`config.mk`:
```
export PLATFORM = sky130hd
export DESIGN_NAME = tri_assembler_flat
export DESIGN_NICKNAME = d
export VERILOG_FILES = /design/src/rtl/tri_assembler_pkg.sv /design/src/rtl/tri_assembler_if.sv /design/src/rtl/tri_assembler_window.sv /design/src/rtl/tri_assembler.sv /design/src/flat_wrapper.sv
export SDC_FILE = /design/constraint.sdc
export NUM_CORES = 1
export LEC_CHECK = 0
export ABC_CLOCK_PERIOD_IN_PS = 4800
export BUFFER_PORTS_ARGS = -buffer_cell sky130_fd_sc_hd__buf_2
export CORE_UTILIZATION = 31
export CTS_CLUSTER_SIZE = 20
export DETAILED_ROUTE_END_ITERATION = 8
export GPL_TIMING_DRIVEN = 0
export HOLD_SLACK_MARGIN = 0.15
export PLACE_DENSITY = 0.58
export RECOVER_POWER = 50
export SETUP_SLACK_MARGIN = 0.3
export SYNTH_ARGS = -nofsm -noshare
export SYNTH_HDL_FRONTEND = slang
export SYNTH_HIERARCHICAL = 1
export SYNTH_SLANG_ARGS = --single-unit
export TNS_END_PERCENT = 100
```
`constraint.sdc`:
```
create_clock -name clk -period 4.8 [get_ports clk]
set_input_delay 0.96 -clock clk [delete_from_list [all_inputs] [get_ports clk]]
set_output_delay 0.96 -clock clk [all_outputs]
set_load 0.01 [all_outputs]
```
`src/rtl/tri_assembler_pkg.sv`:
```
// vtx_pkg: shared constants, FSM/primitive enums and the triangle-count helper.
// Latency: n/a (types and a pure function only).
// Backpressure: n/a.
package vtx_pkg;

  localparam int DATA_W = 32;
  localparam int ADDR_W = 4;
  localparam int DEPTH  = 16;

  typedef enum logic [1:0] {
    IDLE  = 2'd0,
    FETCH = 2'd1,
    EMIT  = 2'd2,
    DONE  = 2'd3
  } asm_state_t;

  typedef enum logic {
    PRIM_LIST  = 1'b0,
    PRIM_STRIP = 1'b1
  } prim_mode_t;

  // Triangles a batch of n vertices produces; fewer than 3 vertices make none.
  function automatic logic [ADDR_W:0] tri_owed(input prim_mode_t m, input logic [ADDR_W:0] n);
    logic [ADDR_W:0] r;
    if (n < (ADDR_W+1)'(3)) begin
      r = '0;
    end else if (m == PRIM_STRIP) begin
      r = n - (ADDR_W+1)'(2);
    end else begin
      r = n / (ADDR_W+1)'(3);
    end
    return r;
  endfunction

endpackage

```
`src/rtl/tri_assembler_if.sv`:
```
// tri_assembler_if: vertex-buffer read port plus the triangle valid/ready stream.
// Latency: n/a (wires only); buf_rdata is combinational from buf_addr.
// Backpressure: tri_ready from the consumer stalls the assembler.
interface tri_assembler_if;
  import vtx_pkg::*;

  logic                  buf_en;
  logic                  buf_write;
  logic [ADDR_W-1:0]     buf_addr;
  logic [DATA_W-1:0]     buf_rdata;
  logic                  tri_valid;
  logic                  tri_ready;
  logic [3*DATA_W-1:0]   tri_data;

  modport master (
    output buf_en, buf_write, buf_addr, tri_valid, tri_data,
    input  buf_rdata, tri_ready
  );

  modport slave (
    input  buf_en, buf_write, buf_addr, tri_valid, tri_data,
    output buf_rdata, tri_ready
  );

endinterface

```
`src/rtl/tri_assembler_window.sv`:
```
// tri_window: 3-vertex shift window, strip winding swap, optional degenerate compare (TRI_DEGEN_CULL_EN).
// Latency: one vertex captured per shift_en cycle; tri_data is combinational from the window.
// Backpressure: window only moves on shift_en, so tri_data is frozen while the consumer stalls.
module tri_window
  import vtx_pkg::*;
(
  input  logic                clk,
  input  logic                reset,
  input  logic                shift_en,
  input  logic [DATA_W-1:0]   rdata,
  input  logic                swap,
`ifdef TRI_DEGEN_CULL_EN
  output logic                degen,
`endif
  output logic [3*DATA_W-1:0] tri_data
);

  logic [DATA_W-1:0] w0, w1, w2;

  // Oldest vertex falls out of w0, the freshly read word enters at w2.
  always_ff @(posedge clk or negedge reset) begin
    if (!reset) begin
      w0 <= '0;
      w1 <= '0;
      w2 <= '0;
    end else if (shift_en) begin
      w0 <= w1;
      w1 <= w2;
      w2 <= rdata;
    end
  end

  // Odd strip triangles swap the two older vertices to keep a consistent winding.
  assign tri_data = swap ? {w2, w0, w1} : {w2, w1, w0};

`ifdef TRI_DEGEN_CULL_EN
  // Looks at the window as it will be after this capture: {rdata, w2, w1}.
  assign degen = (w1 == w2) || (w1 == rdata) || (w2 == rdata);
`endif

endmodule

```
`src/rtl/tri_assembler.sv`:
```
// tri_assembler: walks the vertex buffer and streams list/strip triangles; TRI_DEGEN_CULL_EN drops degenerates.
// Latency: first tri_valid 4 cycles after start; next one 2 (strip) or 4 (list) cycles after a handshake.
// Backpressure: holds tri_data and stops reading the buffer while tri_valid is high and tri_ready is low.
module tri_assembler
  import vtx_pkg::*;
(
  input  logic            clk,
  input  logic            reset,
  input  logic            start,
  input  logic            mode,
  input  logic [ADDR_W:0] vtx_count,
  output logic            busy,
  output logic            done,
  output logic [ADDR_W:0] tri_count,
  tri_assembler_if.master bus
);

  asm_state_t        state, state_nxt;
  prim_mode_t        mode_q;
  logic [ADDR_W:0]   owed_q;
  logic [ADDR_W:0]   tri_idx;
  logic [ADDR_W:0]   cnt_clamp;
  logic [ADDR_W:0]   owed_new;
  logic [ADDR_W-1:0] rd_ptr;
  logic [1:0]        fetch_left;
  logic              shift_en;
  logic              advance;
  logic              last_tri;
  logic              swap;
  logic              drop_tri;

  assign cnt_clamp = (vtx_count > (ADDR_W+1)'(DEPTH)) ? (ADDR_W+1)'(DEPTH) : vtx_count;
  assign owed_new  = tri_owed(prim_mode_t'(mode), cnt_clamp);
  assign last_tri  = ((tri_idx + 1'b1) == owed_q);
  assign swap      = (mode_q == PRIM_STRIP) && tri_idx[0];
  assign busy      = (state != IDLE);
  assign bus.buf_write = 1'b0;

`ifdef TRI_DEGEN_CULL_EN
  logic degen;
  assign drop_tri = degen;
`else
  assign drop_tri = 1'b0;
`endif

  tri_window u_window (
    .clk      (clk),
    .reset    (reset),
    .shift_en (shift_en),
    .rdata    (bus.buf_rdata),
    .swap     (swap),
`ifdef TRI_DEGEN_CULL_EN
    .degen    (degen),
`endif
    .tri_data (bus.tri_data)
  );

  // State register; reset aborts any batch in flight.
  always_ff @(posedge clk or negedge reset) begin
    if (!reset) begin
      state <= IDLE;
    end else begin
      state <= state_nxt;
    end
  end

  // Next state and the per-state buffer/stream strobes.
  always_comb begin
    state_nxt     = state;
    shift_en      = 1'b0;
    advance       = 1'b0;
    bus.buf_en    = 1'b0;
    bus.buf_addr  = '0;
    bus.tri_valid = 1'b0;
    case (state)
      IDLE: begin
        if (start) begin
          state_nxt = (owed_new == '0) ? DONE : FETCH;
        end
      end
      FETCH: begin
        bus.buf_en   = 1'b1;
        bus.buf_addr = rd_ptr;
        shift_en     = 1'b1;
        if (fetch_left == 2'd1) begin
          if (drop_tri) begin
            advance   = 1'b1;
            state_nxt = last_tri ? DONE : FETCH;
          end else begin
            state_nxt = EMIT;
          end
        end
      end
      EMIT: begin
        bus.tri_valid = 1'b1;
        if (bus.tri_ready) begin
          advance   = 1'b1;
          state_nxt = last_tri ? DONE : FETCH;
        end
      end
      DONE: begin
        state_nxt = IDLE;
      end
      default: begin
        state_nxt = IDLE;
      end
    endcase
  end

  // Batch bookkeeping: latch on start, advance pointer per fetch, count finished triangles.
  always_ff @(posedge clk or negedge reset) begin
    if (!reset) begin
      mode_q     <= PRIM_LIST;
      owed_q     <= '0;
      rd_ptr     <= '0;
      tri_idx    <= '0;
      tri_count  <= '0;
      fetch_left <= 2'd0;
      done       <= 1'b0;
    end else begin
      done <= (state == DONE);
      if ((state == IDLE) && start) begin
        mode_q     <= prim_mode_t'(mode);
        owed_q     <= owed_new;
        rd_ptr     <= '0;
        tri_idx    <= '0;
        tri_count  <= '0;
        fetch_left <= 2'd3;
      end
      if (shift_en) begin
        rd_ptr     <= rd_ptr + 1'b1;
        fetch_left <= fetch_left - 1'b1;
      end
      // A strip reuses two vertices, so later strip triangles need only one new fetch.
      if (advance) begin
        tri_idx    <= tri_idx + 1'b1;
        fetch_left <= (mode_q == PRIM_STRIP) ? 2'd1 : 2'd3;
        if (state == EMIT) begin
          tri_count <= tri_count + 1'b1;
        end
      end
    end
  end

endmodule

```
`src/flat_wrapper.sv`:
```
// flat-port wrapper written by rule: the top's interface ports become plain ports
module tri_assembler_flat import vtx_pkg::*;
  (clk, reset, start, mode, vtx_count, busy, done, tri_count, bus_buf_en, bus_buf_write, bus_buf_addr, bus_tri_valid, bus_tri_data, bus_buf_rdata, bus_tri_ready);
  tri_assembler_if bus_i ();
  input  logic clk;
  input  logic reset;
  input  logic start;
  input  logic mode;
  input  logic [ADDR_W:0] vtx_count;
  output logic busy;
  output logic done;
  output logic [ADDR_W:0] tri_count;
  output wire logic [$bits(bus_i.buf_en)-1:0] bus_buf_en;
  output wire logic [$bits(bus_i.buf_write)-1:0] bus_buf_write;
  output wire logic [$bits(bus_i.buf_addr)-1:0] bus_buf_addr;
  output wire logic [$bits(bus_i.tri_valid)-1:0] bus_tri_valid;
  output wire logic [$bits(bus_i.tri_data)-1:0] bus_tri_data;
  input wire logic [$bits(bus_i.buf_rdata)-1:0] bus_buf_rdata;
  input wire logic [$bits(bus_i.tri_ready)-1:0] bus_tri_ready;
  assign bus_buf_en = bus_i.buf_en;
  assign bus_buf_write = bus_i.buf_write;
  assign bus_buf_addr = bus_i.buf_addr;
  assign bus_tri_valid = bus_i.tri_valid;
  assign bus_tri_data = bus_i.tri_data;
  assign bus_i.buf_rdata = bus_buf_rdata;
  assign bus_i.tri_ready = bus_tri_ready;
  tri_assembler u_core (.clk(clk), .reset(reset), .start(start), .mode(mode), .vtx_count(vtx_count), .busy(busy), .done(done), .tri_count(tri_count), .bus(bus_i));
endmodule
```
==> run metrics <==
1st-pass router iterations=4; Core Area=18,800 µm²; Post-CTS Hold Buffers=0; period utilisation layout=62.4%; crit path buf inv count=3; sequential cell area fraction in the yosys report=between 50% and 60%; Syn Nets=473; Detail Placement HPWL=9.32 mm; drt total wl=13.6 mm; Setup crit start=u_core/tri_idx[0]; Clock Skews=0.00656 ns; worst-path fanout max=10; total CTS buffers=17; layout cells sized above 1=54.2%; Min-Delay Path Class=flop to flop; worst vdd ir=roughly 290 µV; Syn Area/Cell=between 10 and 15 µm²; initial detailed-routing violation count=between 100 and 150; critical path class=flop to primary output; Avg WL per Cell=roughly 16 µm; PortBufs=148; hold path start=u_core/fetch_left[0]; CP startpoint kind=flop; Final min period=2.99 ns; Maximum Capacitance Violations=0; CP most frequent cell=buf_2; gr usage total=around 14%; Clock Tree Root=clkbuf_16; Worst Path Required=around 3.8 ns; headroom to the max-slew limit=59.5%; PwrDens=a little under 800 nW/µm²; Routed Antenna Nets=0; Synth warnings=6; vias in the first global route=roughly 4,100; Lkg Pwr=3.43 nW; Post-synth EDFFs=0; worst-margin pin slew=roughly 0.6 ns; row cnt=50; RSZ-0062 raised after global routing=false; CTS H-tree depth=4; CTS Sinks=121; Hold Slack=around 0.48 ns; Clock Pin Slew Worst Setup and Hold Paths=0.06 ns; Crit. End Element=primary output; post-synth cell types=37; CP Cell Sequence=and2_1, buf_2, buf_4, mux2_2, buf_2; Synth Register Bits=121; status=finished, final reports clean; ys flop type=dfrtp_1; Hold Path Cell Cnt=1; clock buffer depth=2; crit-path leading delay family=buffers and inverters; ant diodes=0; largest net degree at the start of global routing=approximately 70; DRC viols=0; area of the mapped netlist=slightly below 6000 µm²; final-stage net count=641; Resized Gates After CTS=0; fmax=0.334 GHz; first-pass GRT wire length=21.9 mm; endpoints failing hold=0; FF-to-FF path depth=5; Fin Setup TNS=0 ns; Slowest cell on crit path=dfrtp_1; # setup viols final=0; DR vias/cell=4.74; Reg2Reg Capture Point=u_core/u_window/w1[18]; Starting Density=31.7%; hold endpoint=u_core/fetch_left[0]; Ports=152; Worst R2R Start=u_core/state[1]; asr flop ratio synth=100%; die area=about 20,000 µm²; clock latency on the worst-skew pair=~0.41 ns; grt ovf=0; CTS tree=built; Mapped Cells=between 400 and 500; most frequent cells in the layout=mux2_2 (121), dfrtp_1 (121), buf_2 (120); Post-CTS Setup Bufs=0; die span in x=141 µm; Die Ht=141 µm; R2R Setup Slk=2.69 ns; routability-driven placement congestion ratio=0.723; Critical Path Max Stage Delay=0.44 ns; Area growth, synth to finish=27.1%; WP data arrival=2.03 ns; initial antenna violation count=0; Max Slew Vio Count=0; routed via count=3,966
[cell type report]
class	instances	area, µm²
clock inverters	8	120
well taps	234	293
fillers	1813	11200
flip-flops and latches	121	3030
repair buffers	149	732
clock buffers	22	474
inverters	5	18.8
multi-input cells	273	2700
plain buffers	25	213
[kinds of logic after synthesis]
kind of cell	synth area share [%]
flip-flops	50.8
multiplexers	33.3
adder cells (fa/ha/maj)	1.47
AND/OR/NAND/NOR	4.85
buffers and inverters	3.93
other	0.0629
AO/OA/AOI/OAI	3.97
XOR/XNOR	1.62
[power by group]
group          total [mW]  internal [mW]  switching (mW)  leakage [nW]
Clock                1.29          0.849           0.445         0.288
Combinational        2.79           1.58            1.21          1.69
Sequential           1.93           1.53           0.403          1.45
Total                6.01           3.95            2.06          3.43
[metrics by stage]
step                area, µm²  power, mW  setup WS [ns]  std cells  util [%]
floorplan                5960       3.85           2.10        424         -
CTS                      7620       6.14           1.74        837      40.6
finish                   7570       6.01           1.81        837      40.4
detailed placement       7030       4.80           1.68        807      37.4
global route             7570       6.39           1.67        837      40.4
global placement         6990       4.72           1.21        806      37.3
[registers in the layout, indices dropped and copies added, names as in the netlist, 2 cells and up]
register,flops
u_core/fetch_left,2
u_core/tri_idx,5
u_core/tri_count,5
u_core/rd_ptr,4
u_core/u_window/w1,32
u_core/state,2
u_core/u_window/w2,32
u_core/u_window/w0,32
u_core/owed_q,5
[per-layer routing]
metal / routed length (µm) / track usage [%]
met3: 641 / 4.08
met2: 6410 / 23.0
met5: 0 / 0
met1: 6400 / 18.5
met4: 131 / 4.63
[cells in the mapped netlist, types with 2 or more instances]
cell type  count  area share, %
mux2i_1        2           0.34
nand4_1        2           0.21
o21ai_0       16            1.3
dfrtp_1      121             51
a31oi_1        2           0.21
nand2b_1       4           0.42
nor2_1         4           0.25
or4_1          2           0.25
a211oi_1       3           0.38
buf_4          7           0.88
nor3b_1        2           0.25
nand2_1       15           0.94
mux2_2       121             23
nand3_1        8           0.67
nor2b_1        3           0.32
xor2_1         3           0.44
nor4_1         2           0.21
or2_2          2           0.21
o31ai_1        2           0.25
clkbuf_1       3           0.19
buf_2          9           0.76
xnor2_1        8            1.2
and2_1         8           0.84
ha_1           7            1.5
inv_1          5           0.32
a22o_1         6           0.88
buf_12         4            1.3
mux2_4        40             10
a21oi_1        5           0.42
[how the worst max path moves through the flow]
| stage | end | slack, ns | cells after the start |
|---|---|---|---|
| 5_1_grt | bus_tri_data[58] | 1.67 | 5 |
| 3_5_place_dp | u_core/state[1] | 1.68 | 9 |
| 6_report | bus_tri_data[20] | 1.81 | 5 |
| 2_1_floorplan | u_core/state[1] | 2.10 | 8 |
| 3_3_place_gp | u_core/u_window/w0[2] | 1.21 | 1 |
| 4_1_cts | bus_tri_data[58] | 1.74 | 5 |
Note: power is estimated with default switching activity, not from simulation.
